`src/rtl/noc_pkg.sv`:
```
// noc_pkg: constants and types shared by the link-level NoC blocks.
//   DATA_SIZE  - default flit payload width
//   DATA_LSB   - bit position of the payload inside a connector port bundle
//   VALID_BIT  - bundle bit carrying the valid flag (default width)
//   READY_BIT  - bundle bit carrying the ready flag (default width)
//   flit_t     - payload type at the default width
//   cnt_width  - occupancy counter width for a FIFO of a given depth
package noc_pkg;

  localparam int unsigned DATA_SIZE = 37;
  localparam int unsigned DATA_LSB  = 0;
  localparam int unsigned VALID_BIT = DATA_LSB + DATA_SIZE;
  localparam int unsigned READY_BIT = VALID_BIT + 1;

  typedef logic [DATA_SIZE-1:0] flit_t;

  function automatic int unsigned cnt_width(input int unsigned depth);
    return $clog2(depth) + 1;
  endfunction

endpackage

```
`src/rtl/link_fifo.sv`:
```
// link_fifo: synchronous FIFO used for both directions of a port_link.
// Parameters: WIDTH (entry width), DEPTH (entries, power of two, >= 2).
// Ports:
//   clk, rst_n   - clock, asynchronous active-low reset (flushes all entries)
//   push, wdata  - write request and data; ignored while full
//   pop          - read request; ignored while empty
//   rdata        - head entry (valid while !empty)
//   full, empty  - occupancy flags
//   count        - current occupancy, 0..DEPTH
module link_fifo #(
  parameter int unsigned WIDTH = 37,
  parameter int unsigned DEPTH = 4
) (
  input  logic                     clk,
  input  logic                     rst_n,
  input  logic                     push,
  input  logic [WIDTH-1:0]         wdata,
  input  logic                     pop,
  output logic [WIDTH-1:0]         rdata,
  output logic                     full,
  output logic                     empty,
  output logic [$clog2(DEPTH):0]   count
);

  localparam int unsigned PtrW = $clog2(DEPTH);
  localparam int unsigned CntW = PtrW + 1;

  logic [WIDTH-1:0] mem_q [DEPTH];
  logic [PtrW-1:0]  wr_ptr_q, rd_ptr_q;
  logic [CntW-1:0]  count_q, count_d;
  logic             do_push, do_pop;

  assign full    = (count_q == CntW'(DEPTH));
  assign empty   = (count_q == '0);
  assign count   = count_q;
  assign rdata   = mem_q[rd_ptr_q];
  assign do_push = push & ~full;
  assign do_pop  = pop & ~empty;

  always_comb begin
    count_d = count_q;
    if (do_push && !do_pop) begin
      count_d = count_q + CntW'(1);
    end else if (!do_push && do_pop) begin
      count_d = count_q - CntW'(1);
    end
  end

  // Storage is cleared on reset so the head reads zero while flushed.
  // Pointers are exactly log2(DEPTH) wide, so wrap is the natural overflow.
  always_ff @(posedge clk or negedge rst_n) begin
    if (!rst_n) begin
      for (int i = 0; i < DEPTH; i++) begin
        mem_q[i] <= '0;
      end
      wr_ptr_q <= '0;
      rd_ptr_q <= '0;
      count_q  <= '0;
    end else begin
      if (do_push) begin
        mem_q[wr_ptr_q] <= wdata;
        wr_ptr_q        <= wr_ptr_q + PtrW'(1);
      end
      if (do_pop) begin
        rd_ptr_q <= rd_ptr_q + PtrW'(1);
      end
      count_q <= count_d;
    end
  end

endmodule

```
`src/rtl/port_link.sv`:
```
// port_link: bidirectional flit buffer between a router crossbar and a link connector.
// Build option: define PORT_LINK_STATS_EN to enable the saturating flit counters.
// Ports:
//   clk, rst_n                    - clock, asynchronous active-low reset
//   tx_data_i/tx_valid_i/tx_ready_o - local flit into the TX FIFO
//   rx_data_o/rx_valid_o/rx_ready_i - head of the RX FIFO towards the router
//   port_o                        - {ready, valid, data} bundle driven into the connector
//   port_i                        - {ready, valid, data} bundle received from the connector
//   tx_cnt_o, rx_cnt_o            - link transfers out / in (zero when stats disabled)
module port_link #(
  parameter int unsigned DATA_SIZE  = noc_pkg::DATA_SIZE,
  parameter int unsigned PORT_SIZE  = DATA_SIZE + 2,
  parameter int unsigned FIFO_DEPTH = 4
) (
  input  logic                 clk,
  input  logic                 rst_n,
  input  logic [DATA_SIZE-1:0] tx_data_i,
  input  logic                 tx_valid_i,
  output logic                 tx_ready_o,
  output logic [DATA_SIZE-1:0] rx_data_o,
  output logic                 rx_valid_o,
  input  logic                 rx_ready_i,
  output logic [PORT_SIZE-1:0] port_o,
  input  logic [PORT_SIZE-1:0] port_i,
  output logic [15:0]          tx_cnt_o,
  output logic [15:0]          rx_cnt_o
);

  localparam int unsigned DataLsb  = noc_pkg::DATA_LSB;
  localparam int unsigned ValidIdx = DataLsb + DATA_SIZE;
  localparam int unsigned ReadyIdx = ValidIdx + 1;
  localparam int unsigned CntW     = noc_pkg::cnt_width(FIFO_DEPTH);

  logic [DATA_SIZE-1:0] tx_head, rx_head;
  logic                 tx_full, tx_empty, rx_full, rx_empty;
  logic [CntW-1:0]      tx_count, rx_count, tx_count_d, rx_count_d;
  logic                 tx_ready_q, link_ready_q;
  logic                 tx_push, link_out, link_in, rx_pop;

  assign tx_push  = tx_valid_i & tx_ready_q;
  assign link_out = ~tx_empty & port_i[ReadyIdx];
  assign link_in  = port_i[ValidIdx] & link_ready_q;
  assign rx_pop   = ~rx_empty & rx_ready_i;

  link_fifo #(
    .WIDTH (DATA_SIZE),
    .DEPTH (FIFO_DEPTH)
  ) u_tx_fifo (
    .clk   (clk),
    .rst_n (rst_n),
    .push  (tx_push),
    .wdata (tx_data_i),
    .pop   (link_out),
    .rdata (tx_head),
    .full  (tx_full),
    .empty (tx_empty),
    .count (tx_count)
  );

  link_fifo #(
    .WIDTH (DATA_SIZE),
    .DEPTH (FIFO_DEPTH)
  ) u_rx_fifo (
    .clk   (clk),
    .rst_n (rst_n),
    .push  (link_in),
    .wdata (port_i[DataLsb +: DATA_SIZE]),
    .pop   (rx_pop),
    .rdata (rx_head),
    .full  (rx_full),
    .empty (rx_empty),
    .count (rx_count)
  );

  // Both ready flags are registered from next-cycle occupancy, which keeps
  // them low through reset and forbids same-cycle full pass-through.
  always_comb begin
    tx_count_d = tx_count;
    if (tx_push && !link_out) begin
      tx_count_d = tx_count + CntW'(1);
    end else if (!tx_push && link_out) begin
      tx_count_d = tx_count - CntW'(1);
    end
    rx_count_d = rx_count;
    if (link_in && !rx_pop) begin
      rx_count_d = rx_count + CntW'(1);
    end else if (!link_in && rx_pop) begin
      rx_count_d = rx_count - CntW'(1);
    end
  end

  always_ff @(posedge clk or negedge rst_n) begin
    if (!rst_n) begin
      tx_ready_q   <= 1'b0;
      link_ready_q <= 1'b0;
    end else begin
      tx_ready_q   <= (tx_count_d < CntW'(FIFO_DEPTH));
      link_ready_q <= (rx_count_d < CntW'(FIFO_DEPTH));
    end
  end

  assign tx_ready_o = tx_ready_q;
  assign rx_valid_o = ~rx_empty;
  assign rx_data_o  = rx_head;

  always_comb begin
    port_o                         = '0;
    port_o[DataLsb +: DATA_SIZE]   = tx_head;
    port_o[ValidIdx]               = ~tx_empty;
    port_o[ReadyIdx]               = link_ready_q;
  end

  // Full flags are redundant with the registered ready flags.
  logic unused_full;
  assign unused_full = tx_full ^ rx_full;

  if (PORT_SIZE > ReadyIdx + 1) begin : g_port_pad
    logic unused_port_hi;
    assign unused_port_hi = ^port_i[PORT_SIZE-1:ReadyIdx+1];
  end

`ifdef PORT_LINK_STATS_EN
  logic [15:0] tx_cnt_q, rx_cnt_q;

  always_ff @(posedge clk or negedge rst_n) begin
    if (!rst_n) begin
      tx_cnt_q <= '0;
      rx_cnt_q <= '0;
    end else begin
      if (link_out && (tx_cnt_q != 16'hFFFF)) begin
        tx_cnt_q <= tx_cnt_q + 16'd1;
      end
      if (link_in && (rx_cnt_q != 16'hFFFF)) begin
        rx_cnt_q <= rx_cnt_q + 16'd1;
      end
    end
  end

  assign tx_cnt_o = tx_cnt_q;
  assign rx_cnt_o = rx_cnt_q;
`else
  assign tx_cnt_o = '0;
  assign rx_cnt_o = '0;
`endif

endmodule

```
`config.mk`:
```
export PLATFORM = sky130hd
export DESIGN_NAME = port_link
export DESIGN_NICKNAME = d
export VERILOG_FILES = /design/src/rtl/noc_pkg.sv /design/src/rtl/link_fifo.sv /design/src/rtl/port_link.sv
export SDC_FILE = /design/constraint.sdc
export NUM_CORES = 1
export LEC_CHECK = 0
export CORE_MARGIN = 5
export CORE_UTILIZATION = 45
export DETAILED_ROUTE_END_ITERATION = 10
export PLACE_DENSITY = 0.74
export RECOVER_POWER = 50
export SLEW_MARGIN = 10
export SYNTH_ARGS = -nofsm -noshare
export SYNTH_HDL_FRONTEND = slang
export SYNTH_SLANG_ARGS = --single-unit
```
`constraint.sdc`:
```
create_clock -name clk -period 3.1 [get_ports clk]
set_clock_uncertainty 0.05 [all_clocks]
set_input_delay 0.775 -clock clk [delete_from_list [all_inputs] [get_ports clk]]
set_output_delay 0.775 -clock clk [all_outputs]
set_load 0.1 [all_outputs]
```
; ---- After elaboration in Yosys (flattened, before gate mapping)
; Cells that the tools add are included.
[word_totals]
in_bits = 80
word_cells = 92
reg_bits = 312
out_inout_bits = 110
[classes]
order_cmp = 8
n_eq_ne = 2
mux = 20
n_reduce_logical = 22
bitwise = 16
add_sub_neg = 8
[op_table]
columns = op, count
row1 = bitwise mux 148 bit, 2
row2 = 2-to-1 mux 37 bit, 6
row3 = binary-select mux 37 bit (select 2 bit), 2
row4 = demux 37 bit (select 2 bit), 2
row5 = 2-to-1 mux 3 bit, 8
row6 = ">= comparator 3 bit, second input constant", 4
row7 = NOT 2 -> 3 bit, 4
row8 = logical AND 1 bit, 10
row9 = "adder 2 x 1 -> 2 bit, second input constant", 4
row10 = bitwise AND 1 bit, 8
row11 = zero test 1 bit, 8
row12 = "adder 3 x 1 -> 3 bit, second input constant", 2
row13 = "equality test 3 bit, second input constant", 2
row14 = zero test 3 bit, 2
row15 = "less-than comparator 3 x 1 -> 1 bit, second input constant", 2
row16 = "less-than comparator 3 bit, second input constant", 2
row17 = "subtractor 3 x 1 -> 3 bit, second input constant", 2
row18 = NOT 1 bit, 4
row19 = nonzero test 2 bit, 2

; ---- Longest topological paths before layout
; Gate-level depths: netlist (run 1).
[logic_depth]
depth_word = 7
ltp_mapped = 8
ltp_nobuf = 8

; ---- Hierarchy
; Synthesis (run 1) repeated with hierarchy kept, for this count alone.
[hier_totals]
cells_unflattened = 832
hier_area_um2 = 14063.5
[by_module_without_submodules]
columns = module, instances, cells_each, area_each_um2
row1 = link_fifo, 2, 391, 6830.3
row2 = port_link, 1, 50, 402.9

; ---- Least setup slack after synthesis (run 1)
; No wires, ideal clock.
[synth_timing]
path_kind = flip-flop to output port
startpoint = register u_tx_fifo.rd_ptr_q[0]
endpoint = output port port_o[28]
n_path_buf = 2
path_slack_ns = 0.632
required_ns = 2.275
path_stages_with_launch = 4
t_arrival_ns = 1.643
cell_sequence = dfrtp_1 buf_4 buf_2 mux4_2
[synth_between]
elab_chain_len = 4
[synth_lines]
columns = element, line_no
row1 = start: declaration, link_fifo.sv:29  ; logic [PtrW-1:0] wr_ptr_q, rd_ptr_q;
row2 = start signal: assignment, link_fifo.sv:65  ; rd_ptr_q <= rd_ptr_q + PtrW'(1);
row3 = NOT 2 -> 3 bit (not written as such), link_fifo.sv:36  ; assign rdata = mem_q[rd_ptr_q];
row4 = binary-select mux 37 bit (select 2 bit), link_fifo.sv:36
row5 = 2-to-1 mux 37 bit (not written as such) (2 in a row), link_fifo.sv:36
row6 = end: declaration, port_link.sv:23  ; output logic [PORT_SIZE-1:0] port_o,
; Every way passes these cells. The select of a mux whose other input is x is not followed.

; ---- Worst setup path after layout (run 1)
[layout_timing]
startpoint = register u_rx_fifo.rd_ptr_q[0]
endpoint = output port rx_data_o[20]
[layout_between]
elab_chain_len = 4
[layout_lines]
columns = element, line_no
row1 = start: declaration, link_fifo.sv:29
row2 = start signal: assignment, link_fifo.sv:65
row3 = NOT 2 -> 3 bit (not written as such), link_fifo.sv:36
row4 = binary-select mux 37 bit (select 2 bit), link_fifo.sv:36
row5 = 2-to-1 mux 37 bit (not written as such) (2 in a row), link_fifo.sv:36
row6 = end: declaration, port_link.sv:20  ; output logic [DATA_SIZE-1:0] rx_data_o,
; Every way passes these cells. The select of a mux whose other input is x is not followed.

==> results_dict.tcl, run 1 <==
set metrics [dict create \
    cts_buffers 36 \
    drive_above_1_share_pct 51.2 \
    reg2reg_from "u_rx_fifo.count[0]" \
    port_buffers 157 \
    synth_area_mm2 0.0141 \
    synthToLayoutAreaGrowth_pct 26.9 \
    fin_util_pct 58.0 \
    gp_congestion 0.705 \
    cts_tree "built" \
    setup_viol 0 \
    num_rows 64 \
    die_area_mm2 0.0349 \
    synthTopCellsByArea "dfrtp_1 56%, mux2_2 22%, mux4_2 12%" \
    cts_hold_buf 0 \
    wl_per_cell_um 20.0 \
    yosysTopAreaCellShare_pct 55.5 \
    die_h_um 187 \
    layout.nets 1103 \
    clockBufferDepth 3 \
    r2r_slack_ns 0.49 \
    synth_xor_area_share_pct 0.872 \
    timing_worst_setup_path_type "reg -> out" \
    dp_hpwl_mm 18.6 \
    grt_usage_pct 16.7 \
    synth.top_cells.by_count "312 x dfrtp_1, 277 x mux2_2, 74 x mux4_2" \
    synth_mux_area_share_pct 36.1 \
    post-route-min-period_ns 2.92 \
    die_w_um 187 \
    synth-simple-area-share_pct 1.19 \
    clk_latency_ns 0.50 \
    synth_top_area_cell "dfrtp_1" \
    hold_viol_final 0 \
    htreeDepth 2 \
    ios 190 \
    grt_max_degree 59 \
    min_path_type "reg -> reg" \
    syn-instance-count 830 \
    via_count 7599 \
    postCtsSetupRepairBufs 0 \
    synthMostInstantiatedCell "dfrtp_1" \
    global_route.overflow_total 0 \
    drtAntennaViolNets 0 \
    diodes 0 \
    yosysWarningCount 0 \
    synth-edff-count 0 \
    yosysSeqAreaShare_pct 55.5 \
    synth_flop_cell "dfrtp_1" \
    vias_per_cell 5.31 \
    drt_iter0_markers 305 \
    max-cap-violations 1 \
    min_from "u_tx_fifo.mem_q[112]" \
    slew_viol_final 57 \
    max_freq_mhz 342 \
    worst-r2r-cell-count 6 \
    grt_pass1_wl_mm 47.7 \
    violations "max-capacitance violations, max-slew violations" \
    initial_core_util_pct 45.7 \
    antenna_found_initial 2 \
    totalWireLength_mm 28.6 \
    r2r-end "u_rx_fifo.mem_q[136]" \
    cp_data_arrival_time_ns 2.10 \
    drtPass1Iterations 4 \
    synth_fa_ha_area_share_pct 1.42 \
    synth_compound_area_share_pct 0.374 \
    worstPathMaxFanout 19 \
    startpoint_type "flip-flop" \
    cp_data_required_time_ns 2.27 \
    synth_top_family_by_area "multiplexers" \
    clock-sinks 312 \
    synth_area_per_cell_um2 16.9 \
    drc 0 \
    ys_async_sr_fraction_pct 100 \
    endpoint_kind "output port" \
    finalSetupTns_ns 0 \
    ys_types 23 \
    cts_root_buf "clkbuf_16" \
    clk_pin_slew_ns 0.06 \
    grt_pass1_vias 8614 \
    max_slew_margin_pct -6.18 \
    cts-resized-gates 0 \
    worst_pin_slew_ns 1.59 \
    rsz0062_at_grt "no" \
    core_mm2 0.0307 \
    fin_crit_sh_pct 94.3 \
    outcome "finished, violations left" \
    synth_seq_cells 312 \
    hold_end "u_tx_fifo.mem_q[112]" \
    hold_depth 1 \
]
how the worst max path moves through the flow:
stage                          start                   end  slack [ns]  cells past startpoint
2_1_floorplan  u_tx_fifo.rd_ptr_q[0]            port_o[28]        0.63                      3
3_3_place_gp              port_i[37]    u_rx_fifo.count[2]        0.54                      7
3_5_place_dp              tx_valid_i  u_tx_fifo.mem_q[109]        0.52                      7
4_1_cts        u_rx_fifo.rd_ptr_q[0]         rx_data_o[25]        0.12                      3
5_1_grt        u_tx_fifo.rd_ptr_q[0]            port_o[15]        0.06                      3
6_report       u_rx_fifo.rd_ptr_q[0]         rx_data_o[20]        0.18                      3
placed cells by master, fill, tap and decap left out, drive strengths merged, types with 16 or more instances in the layout:
master	Yosys	routed
ha	16	16
dfrtp	312	312
mux4	74	74
conb	1	32
clkdlybuf4s50	0	76
nand2	18	18
clkbuf	3	61
buf	70	94
mux2	296	296
worst max-delay path: stages (launching register included):
cell,delay (ns)
dfrtp_2,0.38
buf_4,0.36
mux4_2,0.63
buf_12,0.20
routing by layer:
| layer | wire (µm) | global-route usage, % | share of wire [%] | vias up |
|---|---|---|---|---|
| li1 | - | - | - | 3363 |
| met1 | 12100 | 22.2 | 42 | 4023 |
| met2 | 14400 | 28.0 | 50 | 167 |
| met3 | 1650 | 4.47 | 5.8 | 42 |
| met4 | 415 | 3.81 | 1.5 | 4 |
| met5 | 25 | 0 | 0.087 | - |
through the flow:
stage | instance area, µm² | hold slack, ns | setup WS [ns] | instances
after detailed placement | 16800 | 0.430 | 0.518 | 1365
after floorplan | 14200 | 0.409 | 0.632 | 861
after global placement | 16800 | 0.421 | 0.542 | 1365
after CTS | 17900 | 0.165 | 0.120 | 1430
final | 17800 | 0.441 | 0.176 | 1430
after global routing | 17800 | 0.456 | 0.0626 | 1430
sequential cells by signal (all words and copies together) (netlist names):
name                flops
link_ready_q            1
u_tx_fifo.count         3
u_tx_fifo.rd_ptr_q      2
tx_ready_o              1
u_rx_fifo.count         3
u_rx_fifo.rd_ptr_q      2
u_rx_fifo.wr_ptr_q      2
u_tx_fifo.wr_ptr_q      2
u_rx_fifo.mem_q       148
u_tx_fifo.mem_q       148
logic make-up (layout without fill, tap and decap cells):
kind of cell | count (synthesis) | in the layout
multiplexers | 374 | 374
flip-flops | 312 | 312
buffers and inverters | 81 | 254
AND/OR/NAND/NOR | 26 | 26
adder cells (fa/ha/maj) | 16 | 16
XOR/XNOR | 14 | 14
AO/OA/AOI/OAI | 6 | 6
other | 1 | 32
final cells by class:
class / instances / area, µm²
well taps: 396 / 495
clock buffers: 52 / 1060
flip-flops and latches: 312 / 7810
repair buffers: 181 / 2590
multi-input cells: 468 / 5710
inverters: 8 / 30.0
fillers: 2332 / 12900
clock inverters: 13 / 136
Power of run 1 is left out: the tool's default activity adds up to more than one toggle a clock period on the data nets, which glitch-free logic cannot reach.
==> run 2: changes to the inputs <==
--- a/config.mk
+++ b/config.mk
@@ -13,4 +13,5 @@
 export SLEW_MARGIN = 10
 export SYNTH_ARGS = -nofsm -noshare
 export SYNTH_HDL_FRONTEND = slang
+export SYNTH_HIERARCHICAL = 1
 export SYNTH_SLANG_ARGS = --single-unit
==> results_dict.tcl, run 2 <==
set metrics [dict create \
    setup_ws_ns 0.188 \
    synth.top_cells.by_count "312 x dfrtp_1, 300 x mux2_2, 74 x mux4_2" \
    clock-sinks 312 \
    drive_above_1_share_pct 51.8 \
    synth_flop_cell "dfrtp_1" \
    worst_pin_slew_ns 1.70 \
    synth_mux_area_share_pct 36.0 \
    antenna_found_initial 1 \
    outcome "finished, violations left" \
    place_area_mm2 0.0167 \
    layout_common_cells "310 x dfrtp_1, 300 x mux2_2, 77 x buf_12" \
    cts_root_buf "clkbuf_16" \
    clk_pin_slew_ns 0.06 \
    grt_usage_pct 16.6 \
    port_buffers 157 \
    synth-edff-count 0 \
    htreeDepth 2 \
    clk_latency_ns 0.50 \
    worstSetupEndpoint "port_o[29]" \
    synthToLayoutAreaGrowth_pct 26.0 \
    ys_async_sr_fraction_pct 100 \
    synth_top_family_by_area "multiplexers" \
    drtPass1Iterations 6 \
    postCtsSetupRepairBufs 0 \
    cp_data_arrival_time_ns 2.09 \
    rsz0062_at_grt "no" \
    die_area_mm2 0.0349 \
    worstPathCellList "buf_4 > mux4_2 > buf_12" \
    cp_data_required_time_ns 2.27 \
    synthTopCellsByArea "dfrtp_1 56%, mux2_2 24%, mux4_2 12%" \
    layout.nets 1112 \
    ys_types 28 \
    synth_fa_ha_area_share_pct 1.17 \
    yosysSeqAreaShare_pct 55.5 \
    dp_hpwl_mm 19.0 \
    slew_viol_final 61 \
    yosysWarningCount 6 \
    setup_viol 0 \
    grt_pass1_wl_mm 47.4 \
    largest_registers "u_rx_fifo/mem_q x148, u_tx_fifo/mem_q x148" \
    synth_top_area_cell "dfrtp_1" \
    via_count 7575 \
    violations "max-capacitance violations, max-slew violations" \
    post-route-min-period_ns 2.91 \
    ios 190 \
    final_common_cell "dfrtp_1" \
    cts_buffers 35 \
    r2r_slack_ns 0.64 \
    vias_per_cell 5.26 \
    clockBufferDepth 3 \
    core_mm2 0.0307 \
    startpoint_type "flip-flop" \
    cts-resized-gates 0 \
    crit_start "u_tx_fifo/rd_ptr_q[0]" \
    reg2reg_from "u_rx_fifo/count[1]" \
    timing_worst_setup_path_type "reg -> out" \
    die_w_um 187 \
    r2r-end "u_rx_fifo/count[1]" \
    synth_xor_area_share_pct 0.872 \
    path_depth 3 \
    grt_max_degree 72 \
    grt_pass1_vias 8533 \
    drtAntennaViolNets 0 \
    wl_per_cell_um 19.7 \
    synth_area_per_cell_um2 16.9 \
    synth_area_mm2 0.0141 \
    yosysTopAreaCellShare_pct 55.5 \
    fill_cells 2370 \
    worst-r2r-cell-count 7 \
    fin_crit_sh_pct 93.9 \
    cts_hold_buf 0 \
    post-place-ws_ns 0.249 \
    drt_iter0_markers 272 \
    multi_input_area_mm2 0.00571 \
    totalWireLength_mm 28.5 \
    synth_compound_area_share_pct 0.125 \
    drc 0 \
    finalSetupTns_ns 0 \
    max_freq_mhz 343 \
    syn-instance-count 832 \
    synthMostInstantiatedCell "dfrtp_1" \
    hold_viol_final 0 \
    crit_family "multiplexers" \
    worst-path-buf-inv 2 \
    gp_congestion 0.747 \
    initial_core_util_pct 45.7 \
    synth_seq_cells 312 \
    regArea_mm2 0.00781 \
    die_h_um 187 \
    synth-simple-area-share_pct 1.47 \
    max_slew_margin_pct -13.4 \
    max-cap-violations 1 \
    min_path_type "reg -> reg" \
    global_route.overflow_total 0 \
    max_stage_delay_ns 0.63 \
    worstPathMaxFanout 22 \
    endpoint_kind "output port" \
    whs_ns 0.450 \
    num_rows 64 \
    stdcell_area_mm2 0.0177 \
    crit_slowest_cell "mux4_2" \
    cts_tree "built" \
]
-- run 2: layer usage --
layer,GRT usage (%),vias up,part of all wire [%]
li1,-,3385,-
met1,22.6,3993,43
met2,27.7,160,51
met3,3.18,37,4.1
met4,4.18,0,1.9
met5,0,-,0
-- run 2: final cells by class --
cell class | count | share of cell area, %
inverters | 8 | 0.170
clock buffers | 52 | 5.53
well taps | 396 | 2.80
clock inverters | 9 | 0.636
repair buffers | 193 | 14.5
diodes | 1 | 0.0141
multi-input cells | 470 | 32.3
flip-flops and latches | 312 | 44.1
-- run 2: worst min-delay path by stage --
| stage | start | end | slack [ns] | cells after the start |
|---|---|---|---|---|
| 3_5_place_dp | u_tx_fifo/mem_q[51] | u_tx_fifo/mem_q[51] | 0.44 | 1 |
| 4_1_cts | rst_n | u_tx_fifo/mem_q[113] | 0.16 | 1 |
| 5_1_grt | u_tx_fifo/mem_q[17] | u_tx_fifo/mem_q[17] | 0.46 | 1 |
| 3_3_place_gp | u_tx_fifo/mem_q[39] | u_tx_fifo/mem_q[39] | 0.43 | 1 |
| 2_1_floorplan | rst_n | link_ready_q | 0.43 | 0 |
| 6_report | u_tx_fifo/mem_q[40] | u_tx_fifo/mem_q[40] | 0.45 | 1 |
-- run 2: worst register-to-register path, stage by stage, from the launching register on --
cell      delay [ns]
dfrtp_1         0.46
nor3b_1         0.23
clkbuf_1        0.37
and2b_1         0.28
ha_1            0.23
inv_1           0.07
fa_1            0.40
mux2_2          0.26
-- run 2: cell families after synthesis --
| group | Yosys count |
|---|---|
| compound gates | 2 |
| xor+xnor | 14 |
| fa+ha+maj | 12 |
| buf+inv | 81 |
| flops | 312 |
| mux | 376 |
| other cells | 1 |
| simple gates | 34 |
-- run 2: stage by stage --
stage,util (%),instances
global placement,54.3,1379
floorplan,-,863
finish,57.6,1441
global route,57.6,1441
CTS,57.9,1440
detailed placement,54.3,1379
Power of run 2 is left out for the same reason.
